File: config.mk
export PLATFORM = sky130hd
export DESIGN_NAME = rtc_countdown_timer
export DESIGN_NICKNAME = d
export VERILOG_FILES = /design/src/rtl/rtc_countdown_timer.sv
export SDC_FILE = /design/constraint.sdc
export NUM_CORES = 1
export LEC_CHECK = 0
export BUFFER_PORTS_ARGS = -buffer_cell sky130_fd_sc_hd__buf_2
export CAP_MARGIN = 20
export CORE_MARGIN = 3
export CORE_UTILIZATION = 57
export CTS_CLUSTER_DIAMETER = 40
export CTS_CLUSTER_SIZE = 16
export DETAILED_ROUTE_END_ITERATION = 10
export GPL_ROUTABILITY_DRIVEN = 0
export PLACE_DENSITY = 0.92
export SLEW_MARGIN = 20
export SYNTH_ARGS = -nofsm -noshare
export SYNTH_HDL_FRONTEND = slang
export SYNTH_SLANG_ARGS = --single-unit
File: constraint.sdc
create_clock -name i_clk -period 3.8 [get_ports i_clk]
set_input_delay 0.19 -clock i_clk [delete_from_list [all_inputs] [get_ports i_clk]]
set_output_delay 0.19 -clock i_clk [all_outputs]
set_load 0.02 [all_outputs]
File: src/rtl/rtc_countdown_timer.sv
// rtc_countdown_timer: down-counting msec/sec/min/hour timer.
// Software loads a duration, then starts, pauses and clears the count.
// The timer counts down once per 100 ms tick and reports completion with a
// one-cycle o_done pulse and a held o_expired level.
module rtc_countdown_timer #(
  parameter int TICK_DIV = 10_000_000,
  parameter int CNT_W    = 24
) (
  input  logic       i_clk,
  input  logic       i_reset,
  input  logic       i_load,
  input  logic       i_start,
  input  logic       i_pause,
  input  logic       i_clear,
  input  logic [7:0] i_msec,
  input  logic [7:0] i_sec,
  input  logic [7:0] i_min,
  input  logic [7:0] i_hour,
  output logic [7:0] o_msec,
  output logic [7:0] o_sec,
  output logic [7:0] o_min,
  output logic [7:0] o_hour,
  output logic       o_running,
  output logic       o_expired,
  output logic       o_done
);

  typedef enum logic [1:0] {
    ST_IDLE    = 2'd0,
    ST_RUN     = 2'd1,
    ST_PAUSE   = 2'd2,
    ST_EXPIRED = 2'd3
  } state_t;

  localparam logic [CNT_W-1:0] TICK_MAX = CNT_W'(TICK_DIV - 1);

  // Clamp an out-of-range load value to the largest legal field value.
  function automatic logic [7:0] sat_field(input logic [7:0] val, input logic [7:0] max_val);
    logic [7:0] res;
    if (val > max_val) begin
      res = max_val;
    end else begin
      res = val;
    end
    return res;
  endfunction

  state_t           state_q, state_d;
  logic [CNT_W-1:0] presc_q, presc_d;
  logic [7:0]       msec_q, msec_d;
  logic [7:0]       sec_q, sec_d;
  logic [7:0]       min_q, min_d;
  logic [7:0]       hour_q, hour_d;
  logic             done_q, done_d;

  logic [7:0]       dec_msec_s, dec_sec_s, dec_min_s, dec_hour_s;
  logic             dec_zero_s;
  logic             time_zero_s;
  logic             tick_s;

  assign tick_s      = (state_q == ST_RUN) && (presc_q == TICK_MAX);
  assign time_zero_s = (msec_q == 8'd0) && (sec_q == 8'd0) &&
                       (min_q == 8'd0) && (hour_q == 8'd0);

  // Borrow-chain decrement of the current time by one tenth of a second.
  always_comb begin
    dec_msec_s = msec_q;
    dec_sec_s  = sec_q;
    dec_min_s  = min_q;
    dec_hour_s = hour_q;
    if (msec_q != 8'd0) begin
      dec_msec_s = msec_q - 8'd1;
    end else begin
      dec_msec_s = 8'd9;
      if (sec_q != 8'd0) begin
        dec_sec_s = sec_q - 8'd1;
      end else begin
        dec_sec_s = 8'd59;
        if (min_q != 8'd0) begin
          dec_min_s = min_q - 8'd1;
        end else begin
          dec_min_s  = 8'd59;
          dec_hour_s = hour_q - 8'd1;
        end
      end
    end
    dec_zero_s = (dec_msec_s == 8'd0) && (dec_sec_s == 8'd0) &&
                 (dec_min_s == 8'd0) && (dec_hour_s == 8'd0);
  end

  // Next-state, prescaler and field update; strobe priority clear > load > start > pause.
  always_comb begin
    state_d = state_q;
    presc_d = presc_q;
    msec_d  = msec_q;
    sec_d   = sec_q;
    min_d   = min_q;
    hour_d  = hour_q;
    done_d  = 1'b0;

    if (i_clear) begin
      state_d = ST_IDLE;
      presc_d = '0;
      msec_d  = 8'd0;
      sec_d   = 8'd0;
      min_d   = 8'd0;
      hour_d  = 8'd0;
    end else if (i_load && (state_q != ST_RUN)) begin
      state_d = ST_IDLE;
      presc_d = '0;
      msec_d  = sat_field(i_msec, 8'd9);
      sec_d   = sat_field(i_sec, 8'd59);
      min_d   = sat_field(i_min, 8'd59);
      hour_d  = sat_field(i_hour, 8'd23);
    end else if (!i_load && i_start &&
                 ((state_q == ST_IDLE) || (state_q == ST_PAUSE))) begin
      if (time_zero_s) begin
        state_d = ST_EXPIRED;
        done_d  = 1'b1;
      end else begin
        state_d = ST_RUN;
        // A resume keeps the partial tick; a fresh start begins a full tick.
        if (state_q == ST_IDLE) begin
          presc_d = '0;
        end else begin
          presc_d = presc_q;
        end
      end
    end else if (!i_load && !i_start && i_pause && (state_q == ST_RUN)) begin
      state_d = ST_PAUSE;
    end else if (state_q == ST_RUN) begin
      if (tick_s) begin
        presc_d = '0;
        msec_d  = dec_msec_s;
        sec_d   = dec_sec_s;
        min_d   = dec_min_s;
        hour_d  = dec_hour_s;
        if (dec_zero_s) begin
          state_d = ST_EXPIRED;
          done_d  = 1'b1;
        end else begin
          state_d = ST_RUN;
        end
      end else begin
        presc_d = presc_q + CNT_W'(1);
      end
    end else begin
      state_d = state_q;
    end
  end

  // State, prescaler, time fields and done pulse registers.
  always_ff @(posedge i_clk or posedge i_reset) begin
    if (i_reset) begin
      state_q <= ST_IDLE;
      presc_q <= '0;
      msec_q  <= 8'd0;
      sec_q   <= 8'd0;
      min_q   <= 8'd0;
      hour_q  <= 8'd0;
      done_q  <= 1'b0;
    end else begin
      state_q <= state_d;
      presc_q <= presc_d;
      msec_q  <= msec_d;
      sec_q   <= sec_d;
      min_q   <= min_d;
      hour_q  <= hour_d;
      done_q  <= done_d;
    end
  end

  assign o_msec    = msec_q;
  assign o_sec     = sec_q;
  assign o_min     = min_q;
  assign o_hour    = hour_q;
  assign o_running = (state_q == ST_RUN);
  assign o_expired = (state_q == ST_EXPIRED);
  assign o_done    = done_q;

endmodule

After elaboration in Yosys (flattened, before gate mapping)
Index checks and enable logic that the tools add are counted.
{"block": "classes", "order_cmp": 4, "reduce_logical": 36, "eq_ne": 10, "n_addsub": 5, "muxes": 61}
{"cell": "$mux 8", "count": 37}
{"cell": "$mux 24", "count": 8}
{"cell": "$logic_not 8->1", "count": 8}
{"cell": "$sub 8x1->8 const B", "count": 4}
{"cell": "$add 24x1->24 const B", "count": 1}
{"cell": "$eq 24x24->1 const B", "count": 1}
{"cell": "$reduce_bool 8->1", "count": 3}
{"cell": "$gt 8x6->1 const B", "count": 2}
{"cell": "$mux 2", "count": 8}
{"cell": "$logic_and 1x1->1", "count": 13}
{"cell": "$ne 4x4->1 const B", "count": 3}
{"cell": "$reduce_bool 5->1", "count": 2}
{"cell": "$gt 8x4->1 const B", "count": 1}
{"cell": "$gt 8x5->1 const B", "count": 1}
{"cell": "$mux 1", "count": 8}
{"cell": "$reduce_and 4->1", "count": 2}
{"cell": "$ne 3x3->1 const B", "count": 2}
{"cell": "$reduce_bool 3->1", "count": 2}
{"cell": "$eq 2x2->1 const B", "count": 2}
{"cell": "$reduce_bool 4->1", "count": 1}
{"cell": "$eq 2x1->1 const B", "count": 1}
{"cell": "$logic_not 1->1", "count": 2}
{"cell": "$logic_not 2->1", "count": 1}
{"cell": "$ne 2x1->1 const B", "count": 1}
{"cell": "2 further kinds", "count": 2}
{"block": "totals", "inputBits": 38, "word_cells": 123, "ff_bits": 59}

Longest topological paths before layout
{"block": "logic_depth", "ltp_word": 14, "ltp_mapped": 11, "depth_no_buf": 9}

Least setup slack after synthesis
OpenSTA, ideal clock, no wires.
{"block": "synth_timing", "path_type": "reg2reg", "startpoint": "reg sec_q[2], in the netlist o_sec[2]", "endpoint": "reg state_q[1]", "arrival_ns": 2.814, "stages_incl_launch_ff": 10, "n_path_buf": 2, "slack_ns": 0.910, "period_less_slack_ns": 2.890, "required_time_ns": 3.724, "path_cell_list": "dfrtp_1 -> buf_6 -> or4_1 -> or3_1 -> buf_4 -> nor4_1 -> mux2_2 -> a211oi_1 -> nand4_1 -> o21ai_1"}
{"block": "synth_via", "elab_chain_cells": 14}
{"element": "start: declaration", "line": "51", "source": "logic [7:0] sec_q, sec_d;"}
{"element": "start signal: assignment", "line": "158", "source": "sec_q <= 8'd0;"}
{"element": "start signal: assignment", "line": "166", "source": "sec_q <= sec_d;"}
{"element": "$sub 8x1->8 or $reduce_bool 8->1 (tied branches)", "line": "76, 75"}
{"element": "$mux 8", "line": "75", "source": "if (sec_q != 8'd0) begin"}
{"element": "$mux 8", "line": "71", "source": "if (msec_q != 8'd0) begin"}
{"element": "$logic_not 8->1", "line": "87", "source": "dec_zero_s = (dec_msec_s == 8'd0) && (dec_sec_s == 8'd0) &&"}
{"element": "$logic_and 1x1->1 (2 in a row)", "line": "87"}
{"element": "$logic_and 1x1->1", "line": "88", "source": "(dec_min_s == 8'd0) && (dec_hour_s == 8'd0);"}
{"element": "$mux 2", "line": "138", "source": "if (dec_zero_s) begin"}
{"element": "$mux 2", "line": "132", "source": "if (tick_s) begin"}
{"element": "$mux 2", "line": "131", "source": "end else if (state_q == ST_RUN) begin"}
{"element": "$mux 2", "line": "129", "source": "end else if (!i_load && !i_start && i_pause && (state_q == ST_RUN)) begin"}
{"element": "$mux 2 (*)", "line": "115", "source": "end else if (!i_load && i_start &&"}
{"element": "$mux 2 (*)", "line": "108", "source": "end else if (i_load && (state_q != ST_RUN)) begin"}
{"element": "$mux 2 (*)", "line": "101", "source": "if (i_clear) begin"}
{"element": "end signal: assignment", "line": "163", "source": "state_q <= state_d;"}
{"element": "end: declaration", "line": "48", "source": "state_t state_q, state_d;"}
Mark *: on every way between the ends. The rest lies on a longest branch, timed or not. The select of a mux whose other input is x is not followed.
A chain may end at the register's enable or synchronous reset.

Worst setup path in the final report
{"block": "layout_timing", "startpoint": "reg msec_q[0], in the netlist o_msec[0]", "endpoint": "reg done_q, in the netlist o_done"}
{"block": "layout_via", "elab_chain_cells": 13}
{"element": "start: declaration", "line": "50", "source": "logic [7:0] msec_q, msec_d;"}
{"element": "start signal: assignment", "line": "165", "source": "msec_q <= msec_d;"}
{"element": "$sub 8x1->8 or $reduce_bool 8->1 (tied branches)", "line": "72, 71"}
{"element": "$mux 8", "line": "71"}
{"element": "$logic_not 8->1", "line": "87"}
{"element": "$logic_and 1x1->1 (2 in a row)", "line": "87"}
{"element": "$logic_and 1x1->1", "line": "88"}
{"element": "$mux 1", "line": "138"}
{"element": "$mux 1", "line": "132"}
{"element": "$mux 1", "line": "131"}
{"element": "$mux 1", "line": "129"}
{"element": "$mux 1 (*)", "line": "115"}
{"element": "$mux 1 (*)", "line": "108"}
{"element": "$mux 1 (*)", "line": "101"}
{"element": "named net done_d", "line": "54", "source": "logic done_q, done_d;"}
{"element": "end signal: assignment", "line": "169", "source": "done_q <= done_d;"}
{"element": "end: declaration", "line": "54"}
Mark *: on every way through the listed nets, which the timed path passes. The rest lies on a longest branch.

==> impl_results.md <==
* Critical Path Max Stage Delay at 0.49 ns
* # hold bufs at CTS at 0
* CP max FO at 17
* Final net count at around 660
* Register bit total from synthesis at 59
* Minimum clock period at 3.32 ns
* Drt pass-1 iters at 8
* Crit path kind: reg -> reg
* Fmax at ~300 MHz
* CP bufs+invs at 2
* Startpoint Class: register
* Setup_tns at 0 ns
* Pin count of the biggest net entering global routing at 60
* Clk sinks at between 50 and 60
* Mapped Nets at around 590
* Min-delay worst type: in -> async
* Clock Pin Slew Worst Setup and Hold Paths at ~0.080 ns
* Row Count at 31
* Post-CTS Setup Bufs at 0
* Die footprint at approximately 8700 um2
* GRT Overall Usage at 0.298
* Vias in the first global route at roughly 4,500
* Share of cells above drive strength 1 at 0.186
* Vias at ~4,700
* Post-Route WL at 12,400 um
* Routed len/inst at 17.5 um
* Ys flop type: dfrtp_1
* Post-CTS sizing at 0
* Post-synth top area share at 0.341
* DR iter-0 viols at between 600 and 700
* EDFF count, synth at 0
* Fraction of registers with async set/reset at 1.00
* Placed Cells at 696
* Final Cell Area at between 4000 and 5000 um2
* Effective utilization at floorplan at 0.593
* Commonest non-fill, non-tap cells in the layout: 72 x buf_2, 66 x nor2_1, 59 x dfrtp_1
* Top post-synthesis cells by area: dfrtp_1 34%, nor2_1 5.7%, o21ai_0 5.6%, a21oi_1 4.6%, nand2_1 3.1%
* Final setup violation count at 0
* CP delay by family, top: simple AND/OR/NAND/NOR gates
* Period utilisation layout at 0.873
* Vias per cell at between 6 and 7
* Seq/Total Area, Yosys at 0.341
* Worst path required time at roughly 4 ns
* PD cells at 368 nW/um2
* Synth Area per Inst at ~7.9 um2
* Clock insertion delay at the later pin of the skew report at around 0.36 ns
* Core area at ~7300 um2
* ANT nets after route at 0
* CTS Root Cell: clkbuf_8
* Number of clock buffers inserted by TritonCTS at 9
* Clock skew at roughly 0.017 ns
* Fin cells at 712
* Area Growth Syn to Fin at 14.7%
* Least-Margin Pin Slew at roughly 0.98 ns
* CP arrival at about 3.6 ns
* Post-DP Area at approximately 4700 um2
* Final hold violation count at 0
* Worst setup EP type: register
* Synth area leader: dfrtp_1
* Grt ovf at 0
* Headroom to the max-slew limit at 0.344
* Peak supply drop at about 0.0003 V
* ANT cells at 0
* Post-route DRC at 0
* Slew Viols, Final at 0
* Port bufs at 72
* RSZ-0062 raised after global routing: false
* Clock buffer depth at 2
* Most common cell after layout, fill and taps aside: buf_2
* Cells after Synth at 546
* Synth unique cells at just under 70
* Cells along the critical path: inv_1, ha_1, nor3b_1, nand2_1, buf_4, nor2_4, o32ai_1, nor4_1, nand4_1, o22ai_1
* Dpl hpwl at 8840 um
* Status: completed
* Die width at ~93 um
* Maximum capacitance violations at 0
* H-Tree Depth at 3
* Min Hold Slack at approximately 0.040 ns
* FILL cells at 620
* Leak at roughly 2.1 nW
* Global-route wire length before repair at about 21,000 um
* IO Pins at 73
* Die Ht at ~93 um
* Final core utilization at 0.680
* Yosys warning total at 0
* Synthesized cell area at 4330 um2
* CTS tree: yes
* Cell at the slowest stage of the critical path: nor3b_1
* Initial antenna violation count at 0
power breakdown:
part,internal (W),switching (W)
logic,0.000162,0.000290
registers,0.000654,0.0000558
clock network,0.000387,0.000278
worst reg2reg max path, cell delays in order (launching register included):
cell and delay, ns:
dfrtp_1 0.48, inv_1 0.13, ha_1 0.22, nor3b_1 0.49, nand2_1 0.40, buf_4 0.30
nor2_4 0.34, o32ai_1 0.15, nor4_1 0.41, nand4_1 0.16, o22ai_1 0.17
synth_stat cells, types with 2 or more instances:
library cell,instances
o311ai_0,2
a2111oi_0,2
o32ai_1,3
xnor2_1,6
buf_4,3
ha_1,10
o22a_1,6
nand3_1,21
mux2i_1,7
nand2_1,36
a21oi_1,40
and3_1,7
o41ai_1,2
o31ai_1,9
nor2_1,66
buf_2,6
a31oi_1,5
nor3_1,20
nor4_1,10
a22o_1,3
o21a_1,4
o21ai_1,4
nor4b_1,6
xor2_1,4
or3_1,20
nor2b_1,2
o22ai_1,8
clkbuf_1,17
and2_1,9
nand4_1,19
inv_1,22
a311oi_1,5
a211oi_1,3
dfrtp_1,59
nor3b_1,2
o21ai_0,48
or3b_2,2
or4_1,8
nand2b_1,7
or2_2,4
o21bai_1,2
area by class of cell:
| type | instances | area [um2] | area share |
|---|---|---|---|
| flip-flops and latches | 59 | 1480 | 0.298 |
| well taps | 99 | 124 | 0.0250 |
| multi-input cells | 436 | 2630 | 0.530 |
| clock inverters | 6 | 88.8 | 0.0179 |
| inverters | 22 | 82.6 | 0.0166 |
| clock buffers | 10 | 138 | 0.0277 |
| repair buffers | 80 | 420 | 0.0847 |
through the flow:
step / total power, W / worst slack (ns)
after floorplan: 0.00102 / 0.910
after global placement: 0.00114 / 0.850
after detailed placement: 0.00116 / 0.660
after CTS: 0.00181 / 0.589
after global routing: 0.00190 / 0.290
final: 0.00183 / 0.482
path summary, 6_finish.rpt:
path / from / end / slack [ns] / cells after the start
worst min register to register: presc_q[6]$_DFFE_PP0P_ / presc_q[6]$_DFFE_PP0P_ / 0.51 / 1
worst min-delay path: i_reset / o_min[5]$_DFFE_PP0P_ / 0.04 / 3
min in group i_clk: i_hour[3] / o_hour[3]$_DFFE_PP0P_ / 0.14 / 3
max in group asynchronous: i_reset / o_msec[1]$_DFFE_PP0P_ / 3.25 / 3
worst max-delay path: o_msec[0]$_DFFE_PP0P_ / o_done$_DFF_PP0_ / 0.48 / 10
worst max register to register: o_msec[0]$_DFFE_PP0P_ / o_done$_DFF_PP0_ / 0.48 / 10
state kept, by name (all words and copies together) (netlist names):
signal / flops
presc_q: 24
state_q: 2
o_sec: 8
o_done: 1
o_msec: 8
o_min: 8
o_hour: 8
cells by family (layout without fill, tap and decap cells):
| group | count (synthesis) | after routing | synth area share |
|---|---|---|---|
| AOI/OAI and AO/OA | 159 | 159 | 0.233 |
| xor gates and xnor gates | 10 | 10 | 0.0202 |
| adders and majority gates | 10 | 10 | 0.0289 |
| buffers and inverters | 51 | 118 | 0.0506 |
| DFF | 59 | 59 | 0.341 |
| muxes | 8 | 8 | 0.0188 |
| and+or+nand+nor | 249 | 249 | 0.308 |
layer usage:
metal,track usage,part of all wire,vias up
met5,0,0,-
met3,0.0611,0.097,54
met1,0.365,0.38,2184
met4,0.115,0.036,0
li1,-,-,2162
met2,0.513,0.49,279
No activity file was read; power rests on OpenSTA's default activity.
